==> config.mk <==
export PLATFORM = sky130hd
export DESIGN_NAME = gate_tt_sequencer
export DESIGN_NICKNAME = d
export VERILOG_FILES = /design/src/rtl/gate_test_pkg.sv /design/src/rtl/settle_timer.sv /design/src/rtl/gate_tt_sequencer.sv
export SDC_FILE = /design/constraint.sdc
export NUM_CORES = 1
export LEC_CHECK = 0
export ABC_AREA = 1
export CORE_MARGIN = 2
export CORE_UTILIZATION = 33
export DETAILED_ROUTE_END_ITERATION = 7
export PLACE_DENSITY = 0.54
export SLEW_MARGIN = 40
export SYNTH_ARGS = -nofsm -noshare
export SYNTH_HDL_FRONTEND = slang
export SYNTH_SLANG_ARGS = --single-unit
==> constraint.sdc <==
create_clock -name clk -period 1.25 [get_ports clk]
set_input_delay 0.25 -clock clk [delete_from_list [all_inputs] [get_ports clk]]
set_output_delay 0.25 -clock clk [all_outputs]
set_load 0.02 [all_outputs]
==> src/rtl/gate_test_pkg.sv <==
`default_nettype none
// ============================================================================
//  Module      : gate_test_pkg
//  Description : Shared types and truth-table constants for the gate tester.
//  Revision    : 1.0 - initial release
// ============================================================================
package gate_test_pkg;

    typedef enum logic [1:0] {
        ST_IDLE   = 2'd0,
        ST_SETTLE = 2'd1,
        ST_SAMPLE = 2'd2,
        ST_DONE   = 2'd3
    } state_t;

    localparam int VEC_COUNT = 4;

    localparam logic [VEC_COUNT-1:0] TT_NOR  = 4'b0001;
    localparam logic [VEC_COUNT-1:0] TT_NAND = 4'b0111;
    localparam logic [VEC_COUNT-1:0] TT_AND  = 4'b1000;
    localparam logic [VEC_COUNT-1:0] TT_OR   = 4'b1110;

    // Index of the lowest set bit; 0 when no bit is set.
    function automatic logic [1:0] lowest_set(input logic [VEC_COUNT-1:0] v);
        logic [1:0] idx;
        idx = 2'd0;
        for (int i = VEC_COUNT - 1; i >= 0; i--) begin
            if (v[i]) begin
                idx = 2'(i);
            end
        end
        return idx;
    endfunction

endpackage
`default_nettype wire

==> src/rtl/settle_timer.sv <==
`default_nettype none
// ============================================================================
//  Module      : settle_timer
//  Description : Settle-time counter with clear, increment and terminal flag.
//  Revision    : 1.0 - initial release
// ============================================================================
module settle_timer #(
    parameter int SETTLE_CYCLES = 2
) (
    input  logic clk,
    input  logic rst,
    input  logic clr_i,
    input  logic inc_i,
    output logic tc_o
);

    localparam logic [7:0] c_TC = 8'(SETTLE_CYCLES - 1);

    logic [7:0] cnt_q;

    always_ff @(posedge clk) begin
        if (rst) begin
            cnt_q <= 8'd0;
        end else if (clr_i) begin
            cnt_q <= 8'd0;
        end else if (inc_i) begin
            cnt_q <= cnt_q + 8'd1;
        end
    end

    assign tc_o = (cnt_q == c_TC);

endmodule
`default_nettype wire

==> src/rtl/gate_tt_sequencer.sv <==
`default_nettype none
// ============================================================================
//  Module      : gate_tt_sequencer
//  Description : Sweeps a 2-input gate through all input vectors and compares
//                the measured truth table against a latched expectation.
//  Revision    : 1.0 - initial release
// ============================================================================
module gate_tt_sequencer
    import gate_test_pkg::*;
#(
    parameter int SETTLE_CYCLES = 2
) (
    input  logic       clk,
    input  logic       rst,
    input  logic       start_i,
    input  logic [3:0] expected_i,
    output logic       dut_in1_o,
    output logic       dut_in2_o,
    input  logic       dut_out_i,
    output logic       busy_o,
    output logic       done_o,
    output logic       pass_o,
    output logic [3:0] table_o,
    output logic [1:0] first_fail_o
);

    localparam logic [1:0] c_LAST_VEC = 2'(VEC_COUNT - 1);

    state_t     state_q;
    logic [1:0] vec_q;
    logic [3:0] exp_q;
    logic [3:0] table_q;
    logic       pass_q;
    logic [1:0] first_fail_q;
    logic       busy_q;
    logic       done_q;

    logic       w_accept;
    logic       w_tc;
    logic       w_sample_bit;
    logic [3:0] w_table_d;
    logic [3:0] w_mismatch;

    assign w_accept = (state_q == ST_IDLE) && start_i;

    settle_timer #(
        .SETTLE_CYCLES (SETTLE_CYCLES)
    ) u_settle_timer (
        .clk   (clk),
        .rst   (rst),
        .clr_i (w_accept || (state_q == ST_SAMPLE)),
        .inc_i (state_q == ST_SETTLE),
        .tc_o  (w_tc)
    );

    // A non-0/1 level matches neither case item and is forced to disagree
    // with the expected bit so that vector reports as a mismatch.
    always_comb begin
        case (dut_out_i)
            1'b0:    w_sample_bit = 1'b0;
            1'b1:    w_sample_bit = 1'b1;
            default: w_sample_bit = ~exp_q[vec_q];
        endcase
    end

    always_comb begin
        w_table_d        = table_q;
        w_table_d[vec_q] = w_sample_bit;
    end

    assign w_mismatch = w_table_d ^ exp_q;

    always_ff @(posedge clk) begin
        if (rst) begin
            state_q      <= ST_IDLE;
            vec_q        <= 2'd0;
            exp_q        <= 4'd0;
            table_q      <= 4'd0;
            pass_q       <= 1'b0;
            first_fail_q <= 2'd0;
            busy_q       <= 1'b0;
            done_q       <= 1'b0;
        end else begin
            case (state_q)
                ST_IDLE: begin
                    if (start_i) begin
                        exp_q        <= expected_i;
                        vec_q        <= 2'd0;
                        table_q      <= 4'd0;
                        pass_q       <= 1'b0;
                        first_fail_q <= 2'd0;
                        busy_q       <= 1'b1;
                        state_q      <= ST_SETTLE;
                    end
                end
                ST_SETTLE: begin
                    if (w_tc) begin
                        state_q <= ST_SAMPLE;
                    end
                end
                ST_SAMPLE: begin
                    table_q <= w_table_d;
                    if (vec_q == c_LAST_VEC) begin
                        pass_q       <= (w_mismatch == 4'd0);
                        first_fail_q <= lowest_set(w_mismatch);
                        busy_q       <= 1'b0;
                        done_q       <= 1'b1;
                        state_q      <= ST_DONE;
                    end else begin
                        vec_q   <= vec_q + 2'd1;
                        state_q <= ST_SETTLE;
                    end
                end
                ST_DONE: begin
                    done_q  <= 1'b0;
                    state_q <= ST_IDLE;
                end
                default: begin
                    state_q <= ST_IDLE;
                end
            endcase
        end
    end

    assign dut_in1_o    = vec_q[0];
    assign dut_in2_o    = vec_q[1];
    assign busy_o       = busy_q;
    assign done_o       = done_q;
    assign pass_o       = pass_q;
    assign table_o      = table_q;
    assign first_fail_o = first_fail_q;

endmodule
`default_nettype wire

# After elaboration in Yosys (flattened, before gate mapping)
# Index checks and enable logic that the tools add are counted.
op_classes:
  n_addsub: 2
  mul: 0
  div: 0
  n_lt_le_gt_ge: 2
  n_eq_ne: 9
  shift: 0
  muxes: 27
  n_bitwise: 2
  n_reduce_logical: 14
ops:
  columns: ["operator", "count"]
  rows:
  - ["two-way mux 2 bit", 10]
  - ["adder 8 x 1 -> 8 bit (second input constant)", 1]
  - ["equality test 8 x 1 -> 1 bit (second input constant)", 1]
  - ["case mux 1 bit (2 select lines)", 4]
  - ["case mux 2 bit (2 select lines)", 2]
  - ["case mux 2 bit (4 select lines)", 1]
  - ["case mux 4 bit (2 select lines)", 1]
  - ["AND reduction 2 bit", 4]
  - ["equality test 2 bit (second input constant)", 3]
  - ["two-way mux 1 bit", 6]
  - ["inequality test 2 bit (second input constant)", 3]
  - ["AND reduction 3 bit", 2]
  - ["bitwise mux 4 bit", 1]
  - ["logical NOT 4 bit", 1]
  - ["two-way mux 4 bit", 1]
  - ["nonzero test 2 bit", 2]
  - ["bitwise XOR 4 bit", 1]
  - ["less-than comparator 2 x 3 -> 1 bit (second input constant)", 1]
  - ["adder 2 x 1 -> 2 bit (second input constant)", 1]
  - ["demux 1 bit (select 2 bit)", 1]
  - ["equality test 2 x 1 -> 1 bit (second input constant)", 1]
  - [">= comparator 2 x 1 -> 1 bit (second input constant)", 1]
  - ["logical AND 1 bit", 2]
  - ["logical NOT 2 bit", 1]
  - ["4 further kinds", 4]
totals:
  ff_bits: 25
  latchBits: 0
  mem_bits_rw: 0
  rom_bits: 0
  wordCells: 65
  n_memories: 0

# Depth between registers and ports, before layout
logic_depth:
  depth_word: 12
  depth_mapped: 11
  mapped_depth_nobuf: 11

# Modules after synthesis
# A second synthesis with hierarchy kept.
unflattened:
  cells_unflattened: 183
  area_unflattened_um2: 1301.2
by_module_without_submodules:
  columns: ["module", "instances", "cells_per_inst", "area_each_um2", "seq_area_each_um2"]
  rows:
  - ["gate_tt_sequencer", 1, 126, 895.9, 340.3]
  - ["settle_timer", 1, 57, 405.4, 160.2]

# Least setup slack after synthesis
# Ideal clock, no wire load.
synth_timing:
  path_type: "register -> register"
  from: "register vec_q[0]"
  to: "register first_fail_q[1] (netlist: first_fail_o[1])"
  setup_ns: 0.070
  arrival_time_ns: 1.356
  required_time_ns: 1.180
  path_slack_ns: -0.176
  path_stages_with_launch: 10
  n_path_buf: 0
  synth_period_minus_slack_ns: 1.426
  cell_sequence: "dfxtp_1 -> inv_1 -> ha_1 -> inv_1 -> nand2_1 -> nand3b_1 -> nand3_1 -> nor2_1 -> nand2_1 -> a21oi_1"
synth_between:
  elab_chain_cells: 12
  word_cells_on_any_way: 16
  classes_between: "2 x order compare; 2 x eq/ne; 9 x mux; 1 x bitwise; 2 x reduce/logical"
synth_rtl:
  columns: ["item", "line", "text"]
  rows:
  - ["from (decl)", "gate_tt_sequencer.sv:30", "logic [1:0] vec_q;"]
  - ["from (signal assigned)", "gate_tt_sequencer.sv:110", "vec_q <= vec_q + 2'd1;"]
  - ["less-than comparator 2 x 3 -> 1 bit (implied by the code) / >= comparator 2 x 1 -> 1 bit (equally long branches)", "gate_tt_sequencer.sv:68", "w_table_d[vec_q] = w_sample_bit;"]
  - ["logical AND 1 bit (implied by the code)", "gate_tt_sequencer.sv:68", null]
  - ["two-way mux 1 bit (implied by the code)", "gate_tt_sequencer.sv:68", null]
  - ["demux 1 bit (select 2 bit)", "gate_tt_sequencer.sv:68", null]
  - ["bitwise mux 4 bit", "gate_tt_sequencer.sv:68", null]
  - ["bitwise XOR 4 bit", "gate_tt_sequencer.sv:71", "assign w_mismatch = w_table_d ^ exp_q;"]
  - ["two-way mux 2 bit (4 in a row)", "gate_test_pkg.sv:28", "if (v[i]) begin"]
  - ["two-way mux 2 bit", "gate_tt_sequencer.sv:103", "if (vec_q == c_LAST_VEC) begin"]
  - ["case mux 2 bit (2 select lines)", "gate_tt_sequencer.sv:84", "case (state_q)"]
  - ["to (signal assigned)", "gate_tt_sequencer.sv:105", "first_fail_q <= lowest_set(w_mismatch);"]
  - ["to (decl)", "gate_tt_sequencer.sv:34", "logic [1:0] first_fail_q;"]
# Parallel ways exist; a longest one is shown, timed or not. The select of a mux whose other input is x is not followed.
# A chain may end at the register's enable or synchronous reset.

# Worst setup path after layout
layout_timing:
  from: "register vec_q[0]"
  to: "register pass_q (netlist: pass_o)"
layout_between:
  elab_chain_cells: 9
  word_cells_on_any_way: 13
  classes_between: "2 x order compare; 2 x eq/ne; 5 x mux; 1 x bitwise; 3 x reduce/logical"
layout_rtl:
  columns: ["item", "line", "text"]
  rows:
  - ["less-than comparator 2 x 3 -> 1 bit (implied by the code) / >= comparator 2 x 1 -> 1 bit (equally long branches)", "gate_tt_sequencer.sv:68", null]
  - ["logical AND 1 bit (implied by the code)", "gate_tt_sequencer.sv:68", null]
  - ["two-way mux 1 bit (implied by the code)", "gate_tt_sequencer.sv:68", null]
  - ["demux 1 bit (select 2 bit)", "gate_tt_sequencer.sv:68", null]
  - ["bitwise mux 4 bit", "gate_tt_sequencer.sv:68", null]
  - ["bitwise XOR 4 bit", "gate_tt_sequencer.sv:71", null]
  - ["logical NOT 4 bit", "gate_tt_sequencer.sv:104", "pass_q <= (w_mismatch == 4'd0);"]
  - ["two-way mux 1 bit", "gate_tt_sequencer.sv:103", null]
  - ["case mux 1 bit (2 select lines)", "gate_tt_sequencer.sv:84", null]
  - ["to (signal assigned)", "gate_tt_sequencer.sv:104", null]
  - ["to (decl)", "gate_tt_sequencer.sv:33", "logic pass_q;"]
# Parallel ways exist; a longest one is shown, timed or not. The select of a mux whose other input is x is not followed.

==> impl_metrics.tcl <==
set metrics [dict create \
    hold_depth 2 \
    first_pass_iters 4 \
    syn_nets 197 \
    post-place-cells 260 \
    antenna_found_initial 0 \
    pwr-share-comb 0.235 \
    intPower_mw 1.24 \
    critical_path_class "reg2reg" \
    design_area_um2 1770 \
    required_ns 1.45 \
    max_freq_mhz 775 \
    slew_headroom 0.845 \
    netlist_instances 183 \
    met2_usage 0.247 \
    die_area_um2 4300 \
    ant_nets 0 \
    period_minus_slack_ns 1.29 \
    io_pins 19 \
    vias_per_cell 4.51 \
    rows 22 \
    antennaDiodeCount 0 \
    setup_ws_ns -0.0405 \
    overflow 0 \
    place_congestion 0.816 \
    powerDensity_nw_per_um2 1000 \
    pwr-share-clk 0.269 \
    first_global_vias 1185 \
    slew_viol_final 0 \
    critPathMaxFanout 5 \
    track_usage 0.149 \
    drc_errors 0 \
    root_buffer "clkbuf_8" \
    ir_drop_uv 498 \
    rsz0062_at_grt "yes" \
    synth-seq-area-share 0.400 \
    ys_ff_latch 25 \
    switching_share 0.305 \
    crit_arrival_ns 1.50 \
    crit_chain "inv_6 > ha_4 > inv_2 > nand2_1 > nand3_1 > nand3_2 > nor2_4 > nand2_1 > a21oi_1" \
    postCtsHoldBufs 0 \
    clock_latency_ns 0.27 \
    synth_area_um2 1250 \
    cts_max_path_buffers 2 \
    status "finished, violations left" \
    wl_per_cell_um 10.8 \
    cp_slowest_cell "dfxtp_4" \
    endpoint_kind "register" \
    grt.busiest_layer "met2" \
    seqPwrFrac 0.496 \
    use_met3 0.0205 \
    initial_core_util 0.342 \
    fin_tns_setup_ns -0.0908 \
    reg2regPathDepth 9 \
    cts_tree "done" \
    drive_above_1_share 0.320 \
    synth_warnings 0 \
    dpl.hpwl_mm 2.11 \
    hold_class "reg2reg" \
    final_nets 234 \
    final-instance-count-excl-fill 267 \
    yosys.area.top_type "dfxtp_1" \
    avgSynthCellArea_um2 6.84 \
    maxCapViolCount 0 \
    cpPeakStageDelay_ns 0.42 \
    ys_types 21 \
    core_um2 3660 \
    totalWireLength_mm 2.89 \
    finalCritPeriodShare 1.03 \
    n_fill_cell 354 \
    portBuffers 18 \
    syn2layout_area_growth_pct 41.5 \
    hold_viol 0 \
    ys_top_cells_by_area "dfxtp_1, nand2_1, inv_1, a21oi_1, ha_1" \
    grt_pass1_wl_mm 4.95 \
    dieWidth_um 65.6 \
    setup_viol 3 \
    use_met1 0.195 \
    htreeDepth 1 \
    failed_checks "setup timing" \
    via_count 1205 \
    start_kind "register" \
    finClkSkew_ns 0.00261 \
    power_mw 1.78 \
    netlist.area_leader.share 0.400 \
    clock_sinks 25 \
    p_sw_mw 0.543 \
    p_leak_nw 0.777 \
    cts.clk_slew.worst_paths_ns 0.09 \
    tightest_slew_ns 0.231 \
    drt_iter0_markers 33 \
    cts_buffers 3 \
    grt_max_degree 15 \
    crit_top_cell "nand2_1" \
    die_y_um 65.6 \
    dpl_cell_area_um2 1590 \
]
final timing paths:
kind	slack, ns	end	start
worst max-delay path	-0.04	pass_o	vec_q[0]
worst min register to register	0.46	busy_o	busy_o
worst max register to register	-0.04	pass_o	vec_q[0]
worst min-delay path	0.46	busy_o	busy_o
synthesized netlist by cell type, drive strengths merged:
| library cell | n |
|---|---|
| a21oi | 18 |
| buf | 1 |
| dfxtp | 25 |
| ha | 6 |
| inv | 32 |
| nand2 | 51 |
| nand3 | 11 |
| nand3b | 1 |
| nand4 | 3 |
| nor2 | 19 |
| nor3 | 1 |
| o211a | 1 |
| o21ai | 12 |
| or2 | 1 |
| xor2 | 1 |
per-stage QoR:
step / hold WS [ns] / util / setup WS [ns]
2_1_floorplan: 0.415 / - / 0.0212
3_3_place_gp: 0.450 / 0.433 / -0.220
3_5_place_dp: 0.456 / 0.433 / -0.298
4_1_cts: 0.466 / 0.471 / -0.0402
5_1_grt: 0.486 / 0.484 / -0.139
6_report: 0.458 / 0.484 / -0.0405
flip-flops by register name, summed over array words and instances (netlist names):
name,cells
busy_o,1
done_o,1
exp_q,4
first_fail_o,2
pass_o,1
state_q,2
table_o,4
u_settle_timer.cnt_q,8
vec_q,2
cell type report:
cell class	count	area, um2	area share
multi-input cells	125	749	0.423
well taps	48	60.1	0.0339
flip-flops and latches	25	515	0.291
inverters	32	130	0.0735
clock inverters	1	5.00	0.00283
repair buffers	33	269	0.152
clock buffers	3	41.3	0.0233
power groups by stage:
stage | combinational [mW] | clock, mW | sequential (mW)
4_1_cts | 0.402 | 0.509 | 0.877
3_3_place_gp | 0.377 | 0 | 0.886
3_5_place_dp | 0.377 | 0 | 0.886
5_1_grt | 0.474 | 0.537 | 0.890
2_1_floorplan | 0.215 | 0 | 0.894
6_report | 0.418 | 0.479 | 0.882
critical path, delay by kind of cell (launching register included):
family	cells	cell delay (ns)
DFF	1	0.42
and+or+nand+nor	5	0.42
adders and majority gates	1	0.16
buffers and inverters	2	0.11
AOI/OAI and AO/OA	1	0.11
repair_timing:
item / CTS / global route
hold endpoints to repair: 0 / 0
buffers inserted: 2 / 2
setup endpoints to repair: 14 / 16
pin swaps: 10 / 9
resized for setup: 38 / 27
per-layer routing:
metal  vias up  wire, um
met5         -         0
met4         0        26
met3         2        86
met2        15      1310
met1       538      1460
li1        650         -
cells in the final DEF (no fill, tap or decap):
cell and count:
dlygate4sd2_1 6, nand3b_1 1, inv_6 1, or2_2 1, nand4_1 3, nor2_1 15, clkdlybuf4s50_1 7, clkbuf_2 3
dfxtp_1 19, nand3_2 2, o21ai_1 4, clkdlybuf4s15_1 1, a21oi_1 15, nor2_4 2, xor2_1 1, nand2_2 13
inv_1 21, buf_6 1, inv_2 8, dfxtp_4 3, nand2_4 2, buf_2 1, nand2_1 36, clkinv_2 1
o21ai_0 8, ha_4 4, nand3_1 9, nor2_2 2, buf_4 14, inv_4 2, clkbuf_8 3, o211a_1 1
nor3_4 1, ha_1 2, a21oi_2 3, dfxtp_2 3
logic make-up (layout without fill, tap and decap cells):
logic type | after synthesis | after routing | synth area share
AOI/OAI and AO/OA | 31 | 31 | 0.131
and+or+nand+nor | 87 | 87 | 0.302
buffers and inverters | 33 | 69 | 0.100
DFF | 25 | 25 | 0.400
xor gates and xnor gates | 1 | 1 | 0.00700
adders and majority gates | 6 | 6 | 0.0600
No activity file was read; power rests on OpenSTA's default activity.
